`config.mk`:
```
export PLATFORM = sky130hd
export DESIGN_NAME = uart_tx
export DESIGN_NICKNAME = d
export VERILOG_FILES = /design/src/rtl/uart_pkg.sv /design/src/rtl/uart_fifo.sv /design/src/rtl/uart_tx.sv
export SDC_FILE = /design/constraint.sdc
export NUM_CORES = 1
export LEC_CHECK = 0
export BUFFER_PORTS_ARGS = -buffer_cell sky130_fd_sc_hd__buf_2
export CORE_MARGIN = 2
export CORE_UTILIZATION = 25
export CTS_CLUSTER_SIZE = 12
export DETAILED_ROUTE_END_ITERATION = 10
export SYNTH_ARGS = -nofsm -noshare
export SYNTH_HDL_FRONTEND = slang
export SYNTH_SLANG_ARGS = --single-unit
```
`constraint.sdc`:
```
create_clock -name CLK -period 4.2 [get_ports CLK]
set_clock_uncertainty 0.15 [all_clocks]
set_input_delay 1.26 -clock CLK [delete_from_list [all_inputs] [get_ports CLK]]
set_output_delay 1.26 -clock CLK [all_outputs]
set_load 0.03 [all_outputs]
```
`src/rtl/uart_pkg.sv`:
```
// Shared definitions for the UART transmit (and later receive) path.
//   uart_state_t    : frame FSM state (IDLE, START, DATA, STOP)
//   UART_DATA_BITS  : data bits per frame
//   UART_FRAME_BITS : start + data + stop bits per frame
//   frame_cycles()  : clock cycles in one frame for a given clocks-per-bit
package uart_pkg;

  localparam int UART_DATA_BITS  = 8;
  localparam int UART_FRAME_BITS = UART_DATA_BITS + 2;

  typedef enum logic [1:0] {
    IDLE  = 2'd0,
    START = 2'd1,
    DATA  = 2'd2,
    STOP  = 2'd3
  } uart_state_t;

  function automatic int frame_cycles(input int clks_per_bit);
    return UART_FRAME_BITS * clks_per_bit;
  endfunction

endpackage

```
`src/rtl/uart_fifo.sv`:
```
// Small synchronous FIFO used to buffer UART bytes.
//   clk, rst : clock, synchronous active-high reset (empties the FIFO)
//   push/din : write din when push and not full
//   pop/dout : dout is the head entry; pop advances it when not empty
//   full, empty, count : occupancy, all derived from the registered count
// DEPTH must be a power of two so the pointers wrap naturally.
module uart_fifo #(
  parameter int DEPTH = 4,
  parameter int WIDTH = 8
) (
  input  logic                     clk,
  input  logic                     rst,
  input  logic                     push,
  input  logic [WIDTH-1:0]         din,
  input  logic                     pop,
  output logic [WIDTH-1:0]         dout,
  output logic                     full,
  output logic                     empty,
  output logic [$clog2(DEPTH):0]   count
);

  localparam int AW = $clog2(DEPTH);
  localparam logic [AW:0] FULL_COUNT = (AW + 1)'(DEPTH);

  logic [WIDTH-1:0] mem [DEPTH];
  logic [AW-1:0]    wr_ptr;
  logic [AW-1:0]    rd_ptr;
  logic             push_ok;
  logic             pop_ok;

  // Requests that cannot be honoured are dropped here, so callers never
  // corrupt the pointers even if they ignore full/empty.
  assign push_ok = push && !full;
  assign pop_ok  = pop && !empty;

  assign full  = (count == FULL_COUNT);
  assign empty = (count == '0);
  assign dout  = mem[rd_ptr];

  always_ff @(posedge clk) begin
    if (rst) begin
      wr_ptr <= '0;
      rd_ptr <= '0;
      count  <= '0;
    end else begin
      if (push_ok) begin
        mem[wr_ptr] <= din;
        wr_ptr      <= wr_ptr + 1'b1;
      end
      if (pop_ok) begin
        rd_ptr <= rd_ptr + 1'b1;
      end
      case ({push_ok, pop_ok})
        2'b10:   count <= count + 1'b1;
        2'b01:   count <= count - 1'b1;
        default: count <= count;
      endcase
    end
  end

endmodule

```
`src/rtl/uart_tx.sv`:
```
// Buffered 8N1 UART transmitter.
//   CLK, RST : clock, synchronous active-high reset
//   wr_valid, wr_data, wr_ready : byte write channel; a byte is taken on a
//     rising edge where wr_valid && wr_ready (valid may be held, data must
//     stay stable while valid is high and ready is low; ready never depends
//     on valid)
//   tx    : registered serial output, idle high, LSB first
//   busy  : a frame is in flight or bytes are still queued
//   state : current frame FSM state, exported for observation
module uart_tx
  import uart_pkg::*;
#(
  parameter int CLKS_PER_BIT = 16,
  parameter int FIFO_DEPTH   = 4
) (
  input  logic        CLK,
  input  logic        RST,
  input  logic        wr_valid,
  input  logic [7:0]  wr_data,
  output logic        wr_ready,
  output logic        tx,
  output logic        busy,
  output uart_state_t state
);

  localparam int BW = (CLKS_PER_BIT > 1) ? $clog2(CLKS_PER_BIT) : 1;
  localparam logic [BW-1:0] BAUD_LAST = BW'(CLKS_PER_BIT - 1);
  localparam int IW = $clog2(UART_DATA_BITS);
  localparam logic [IW-1:0] LAST_BIT = IW'(UART_DATA_BITS - 1);

  uart_state_t               state_next;
  logic [BW-1:0]             baud_cnt, baud_next;
  logic [IW-1:0]             bit_idx, bit_next;
  logic [UART_DATA_BITS-1:0] shift_reg, shift_next;
  logic                      tx_next;
  logic                      bit_end;

  logic                      fifo_push;
  logic                      fifo_pop;
  logic [7:0]                fifo_head;
  logic                      fifo_full;
  logic                      fifo_empty;
  logic [$clog2(FIFO_DEPTH):0] fifo_count;

  // Ready comes only from registered occupancy (and reset), so a pop in a
  // full cycle frees the slot one cycle later.
  assign wr_ready  = !RST && !fifo_full;
  assign fifo_push = wr_valid && wr_ready;

  uart_fifo #(
    .DEPTH (FIFO_DEPTH),
    .WIDTH (8)
  ) u_fifo (
    .clk   (CLK),
    .rst   (RST),
    .push  (fifo_push),
    .din   (wr_data),
    .pop   (fifo_pop),
    .dout  (fifo_head),
    .full  (fifo_full),
    .empty (fifo_empty),
    .count (fifo_count)
  );

  assign bit_end = (baud_cnt == BAUD_LAST);
  assign busy    = (state != IDLE) || (fifo_count != '0);

  always_comb begin
    state_next = state;
    baud_next  = baud_cnt;
    bit_next   = bit_idx;
    shift_next = shift_reg;
    fifo_pop   = 1'b0;
    tx_next    = 1'b1;

    case (state)
      IDLE: begin
        baud_next = '0;
        if (!fifo_empty) begin
          state_next = START;
          fifo_pop   = 1'b1;
          shift_next = fifo_head;
        end
      end
      START: begin
        if (bit_end) begin
          state_next = DATA;
          baud_next  = '0;
          bit_next   = '0;
        end else begin
          baud_next = baud_cnt + 1'b1;
        end
      end
      DATA: begin
        if (bit_end) begin
          baud_next = '0;
          if (bit_idx == LAST_BIT) begin
            state_next = STOP;
          end else begin
            bit_next   = bit_idx + 1'b1;
            shift_next = shift_reg >> 1;
          end
        end else begin
          baud_next = baud_cnt + 1'b1;
        end
      end
      STOP: begin
        if (bit_end) begin
          baud_next = '0;
          // Chain straight into the next start bit so queued bytes go out
          // with no idle gap.
          if (!fifo_empty) begin
            state_next = START;
            fifo_pop   = 1'b1;
            shift_next = fifo_head;
          end else begin
            state_next = IDLE;
          end
        end else begin
          baud_next = baud_cnt + 1'b1;
        end
      end
      default: state_next = IDLE;
    endcase

    // tx is registered, so it is computed from where the FSM is going.
    case (state_next)
      START:   tx_next = 1'b0;
      DATA:    tx_next = shift_next[0];
      default: tx_next = 1'b1;
    endcase
  end

  always_ff @(posedge CLK) begin
    if (RST) begin
      state     <= IDLE;
      baud_cnt  <= '0;
      bit_idx   <= '0;
      shift_reg <= '0;
      tx        <= 1'b1;
    end else begin
      state     <= state_next;
      baud_cnt  <= baud_next;
      bit_idx   <= bit_next;
      shift_reg <= shift_next;
      tx        <= tx_next;
    end
  end

endmodule

```
==> After elaboration in Yosys (flattened, before gate mapping) <==
Memories as Yosys holds them, arrays and structs flattened. A register that Yosys moved wholly into a read port is not among the register bits.
Cells that the tools add are included.
W data, S select, Z words.
{ "classes": {"add_sub_neg": 6, "n_mul": 0, "n_div": 0, "n_lt_le_gt_ge": 0, "n_eq_ne": 14, "n_shift": 0, "muxes": 28, "n_bitwise": 0, "reduce_logical": 18} }
{ "ops": {"columns": ["operator", "n"], "rows": [
  ["$mux W8", 4],
  ["$pmux W8 S3", 1],
  ["$mux W2", 7],
  ["$pmux W3 S2", 2],
  ["$mux W3", 3],
  ["$eq A2 B2 Y1 const B", 4],
  ["$ne A2 B2 Y1 const B", 4],
  ["$pmux W2 S4", 1],
  ["$pmux W4 S2", 1],
  ["$reduce_and A4 Y1", 2],
  ["$add A3 B1 Y3 const B", 2],
  ["$eq A2 B1 Y1 const B", 3],
  ["$eq A3 B3 Y1 const B", 2],
  ["$mux W1", 6],
  ["$reduce_bool A2 Y1", 3],
  ["$reduce_bool A3 Y1", 2],
  ["$add A2 B1 Y2 const B", 2],
  ["$add A4 B1 Y4 const B", 1],
  ["$eq A4 B4 Y1 const B", 1],
  ["$logic_and A1 B1 Y1", 4],
  ["$mux W4", 1],
  ["$pmux W1 S2", 2],
  ["$logic_not A1 Y1", 3],
  ["$logic_not A3 Y1", 1],
  ["other kinds (4)", 4]
]} }
{ "word_totals": {"regBits": 25, "latchBits": 0, "ram_bits": 32, "mem_bits_ro": 0, "input_bits": 11, "output_inout_bits": 5, "elab_cells": 76, "n_memories": 1} }
{ "mem_list": {"columns": ["memory", "words", "width", "rd", "rd_clocked_by_memory_dff", "write_ports", "line_no", "rtl"], "rows": [
  ["u_fifo.mem", 4, 8, 1, 1, 1, "uart_fifo.sv:25", "logic [WIDTH-1:0] mem [DEPTH];"]
]} }

==> Longest topological paths before layout <==
{ "logic_depth": {"ltp_word": 8, "mapped_depth": 10, "ltp_nobuf": 10} }

==> By module <==
From an unflattened synthesis, not the netlist that was laid out.
{ "unflattened": {"cells_unflattened": 210, "area_unflattened_um2": 2672.6} }
{ "modules_own_cells": {"columns": ["module", "n_inst", "cells_per_inst", "area_per_inst_um2", "seq_area_each_um2"], "rows": [
  ["uart_fifo", 1, 96, 1655.3, 1141.1],
  ["uart_tx", 1, 114, 1017.2, 360.3]
]} }

==> Least setup slack after synthesis <==
OpenSTA, ideal clock, no wires.
{ "synth_timing": {"path_kind": "input -> register", "start": "input port RST", "end": "register u_fifo.count[2]", "setup_ps": 71, "arrival_time_ps": 3348, "required_time_ps": 3979, "setup_slack_ps": 631, "cell_stages": 10, "n_path_buf": 1, "cell_sequence": "clkbuf_1 > a31oi_1 > and2_1 > inv_1 > ha_1 > inv_1 > fa_1 > xor2_1 > or3_1 > a21oi_1"} }
{ "synth_via": {"elab_chain_len": 6, "word_cells_on_any_way": 8, "cone_classes": "eq/ne: 2; mux: 1; reduce/logical: 5"} }
{ "synth_rtl": {"columns": ["item", "line_no", "rtl"], "rows": [
  ["from (decl)", "uart_tx.sv:17", "input logic RST,"],
  ["$logic_not A1 Y1 *", "uart_tx.sv:47", "assign wr_ready = !RST && !fifo_full;"],
  ["$logic_and A1 B1 Y1 *", "uart_tx.sv:47", null],
  ["named net wr_ready", "uart_tx.sv:20", "output logic wr_ready,"],
  ["$logic_and A1 B1 Y1 *", "uart_tx.sv:48", "assign fifo_push = wr_valid && wr_ready;"],
  ["$logic_and A1 B1 Y1 *", "uart_fifo.sv:33", "assign push_ok = push && !full;"],
  ["$eq A2 B1 Y1 or $eq A2 B2 Y1 (tied branches)", "uart_fifo.sv:53", "case ({push_ok, pop_ok})"],
  ["$pmux W3 S2 or $reduce_bool A2 Y1 (tied branches)", null, null],
  ["to (signal assigned)", "uart_fifo.sv:54", "2'b10: count <= count + 1'b1;"],
  ["to (signal assigned)", "uart_fifo.sv:55", "2'b01: count <= count - 1'b1;"],
  ["to (signal assigned)", "uart_fifo.sv:56", "default: count <= count;"],
  ["to (decl)", "uart_fifo.sv:19", "output logic [$clog2(DEPTH):0] count"]
]} }
Mark *: on every way through the listed nets, which the timed path passes. The rest lies on a longest branch.
A chain may end at the register's enable or synchronous reset.

==> Worst setup path after layout <==
{ "layout_timing": {"start": "input port RST", "end": "output port wr_ready"} }
{ "layout_via": {"elab_chain_len": 2} }
{ "layout_rtl": {"columns": ["item", "line_no"], "rows": [
  ["$logic_not A1 Y1", "uart_tx.sv:47"],
  ["$logic_and A1 B1 Y1", "uart_tx.sv:47"],
  ["to (decl)", "uart_tx.sv:20"]
]} }
Every way passes these cells.

==> impl_metrics.env <==
export IMPL_crit_start="RST"
export IMPL_worstSetupEndpointType="primary output"
export IMPL_cts_setup_buffers=0
export IMPL_worstPathArrival_ns=2.19
export IMPL_fmax_ghz=0.278
export IMPL_die_h_um=107
export IMPL_wire_per_inst_um=12.9
export IMPL_top_level_ports=16
export IMPL_grt_max_degree=28
export IMPL_rrSetupSlack_ns=1.14
export IMPL_timing_rr_start="state[0]"
export IMPL_finalHoldViolations=0
export IMPL_largest_reg_flops=32
export IMPL_synthAdderAreaFrac_pct=7.42
export IMPL_numClockSinks=59
export IMPL_cts_resized_gates=0
export IMPL_gp_congestion=0.768
export IMPL_synth_seq_cells=59
export IMPL_synth_area_per_cell_um2=12.2
export IMPL_cp_required_ns=2.79
export IMPL_ctsLongestPathBuffers=2
export IMPL_p_leak_nw=1.07
export IMPL_hpwl_um=3250
export IMPL_final_common_cell="edfxtp_1"
export IMPL_drive_above_1_share_pct=17.1
export IMPL_grt_remaining_overflow=0
export IMPL_synth_xor_area_share_pct=2.33
export IMPL_fin_crit_ns=3.60
export IMPL_wl_um=4770
export IMPL_viasPerCell=4.44
export IMPL_grt_use_total_pct=9.47
export IMPL_cts_root_buffer="clkbuf_8"
export IMPL_critPathLaunchType="input pin"
export IMPL_layout_setup_ws_ns=0.599
export IMPL_vias=1644
export IMPL_clkTransAtPathRegs_ns=0.07
export IMPL_antenna_left=0
export IMPL_antenna_found_initial=0
export IMPL_yosysSeqAreaShare_pct=57.1
export IMPL_worstMarginPinSlew_ns=0.814
export IMPL_finalCritPeriodShare_pct=85.7
export IMPL_status="completed"
export IMPL_grt_pass1_wl_um=8160
export IMPL_drv_cap=0
export IMPL_max_stage_delay_ns=0.39
export IMPL_diodes=0
export IMPL_p_total_mw=1.91
export IMPL_stdcell_area_um2=3030
export IMPL_path_buf_inv=2
export IMPL_synth_simple_gate_area_share_pct=11.9
export IMPL_die_area_um2=11400
export IMPL_clk_latency_ns=0.34
export IMPL_area_growth_pct=15.0
export IMPL_slew_headroom_pct=45.0
export IMPL_setup_tns_ns=0
export IMPL_path_common_cell="buf_2"
export IMPL_first_iter_violations=165
export IMPL_layout_cells_non_filler=370
export IMPL_yosys_warnings=0
export IMPL_drtPass1Iterations=4
export IMPL_grt_pass1_vias=1647
export IMPL_worstPathMaxFanout=27
export IMPL_hold_path_class="flop to flop"
export IMPL_crit_family="buffers and inverters"
export IMPL_postCtsHoldBufs=0
export IMPL_drc_errors=0
export IMPL_holdWs_ns=0.309
export IMPL_synth_top_family_by_area="simple AND/OR/NAND/NOR gates"
export IMPL_finalSetupViolations=0
export IMPL_synth_edff_count=32
export IMPL_irDropWorstVdd_uv=202
export IMPL_port_buffers=15
export IMPL_synthesis_area_um2=2630
export IMPL_path_cells="buf_2 > a31oi_1 > buf_2"
export IMPL_power_density_nw_per_um2=630
export IMPL_cts_buffers=9
export IMPL_ys_types=42
export IMPL_synth_fp_nets=242
export IMPL_synth_compound_area_share_pct=8.23
export IMPL_final_cell_mix="edfxtp_1 (32), dfxtp_1 (27), nor2_1 (24), buf_2 (15), ha_1 (14)"
export IMPL_async_flop_share_pct=0
export IMPL_fin_nets=255
export IMPL_dp_cells=354
export IMPL_path_class="input pin to primary output"
export IMPL_place_area_um2=2810
export IMPL_cts_max_level=3
export IMPL_cts_tree="done"
export IMPL_start_util_pct=25.6
export IMPL_die_w_um=107
export IMPL_fp_coreArea_um2=10300
export IMPL_ys_flop_type="edfxtp_1"
export IMPL_grt_setup_unrepaired="false"
export IMPL_fp_row_count=37
export IMPL_synthCells=216
export IMPL_place_ws_ns=0.573
export IMPL_critPathSlowestCell="a31oi_1"
export IMPL_synth_area_mux_share_pct=9.13
export IMPL_final_util_pct=29.4
export IMPL_hold_start="bit_idx[1]"
export IMPL_slew_violations=0
-- cells by family (layout without fill, tap and decap cells) --
logic type	Yosys count	in the layout
adders and majority gates	15	15
xor gates and xnor gates	7	7
muxes	14	14
DFF	59	59
AOI/OAI and AO/OA	34	34
and+or+nand+nor	64	64
buffers and inverters	23	41
-- synth_stat cells, drive strengths merged, types with 3 or more instances --
master / n / area, µm²
edfxtp: 32 / 961
dfxtp: 27 / 541
nor2: 24 / 90.1
ha: 14 / 175
o21ai: 12 / 60.1
inv: 10 / 37.5
buf: 9 / 50.1
mux4: 8 / 180
nand2: 8 / 30.0
a21oi: 7 / 38.8
nand3: 7 / 35.0
nor3: 7 / 40.0
a22oi: 6 / 45.0
mux2i: 6 / 60.1
and3: 5 / 31.3
clkbuf: 4 / 16.3
xor2: 4 / 35.0
xnor2: 3 / 26.3
-- where the power goes --
group	switching, mW	internal, mW
Combinational	0.319	0.251
Sequential	0.0770	0.693
Clock	0.233	0.335
Total	0.629	1.28
-- worst reg2reg max path: stages, from the launching register on --
cell and delay, ns:
dfxtp_1 0.44, ha_1 0.30, a41oi_1 0.40, nor3_2 0.41, ha_1 0.25, inv_1 0.06, fa_1 0.38, xor2_1 0.16
or3_1 0.31, a21oi_1 0.14
-- layout make-up --
type,instances,area (µm²)
flip-flops and latches,59,1500
multi-input cells,134,1030
fillers,1074,7250
repair buffers,15,75.1
clock inverters,6,88.8
well taps,136,170
clock buffers,10,128
inverters,10,37.5
-- path summary, 6_finish.rpt --
check                                  endpoint  depth (start not counted)
worst max-delay path                   wr_ready                          3
worst min-delay path                 bit_idx[1]                          2
worst max register to register  u_fifo.count[2]                          9
worst min register to register       bit_idx[1]                          2
-- layer usage --
layer	up-vias	routed length, µm	track usage (%)
li1	819	-	-
met1	787	2300	11.7
met2	29	2170	14.1
met3	9	221	4.19
met4	0	76	4.45
met5	-	0	0
(Power assumes the default switching activity.)
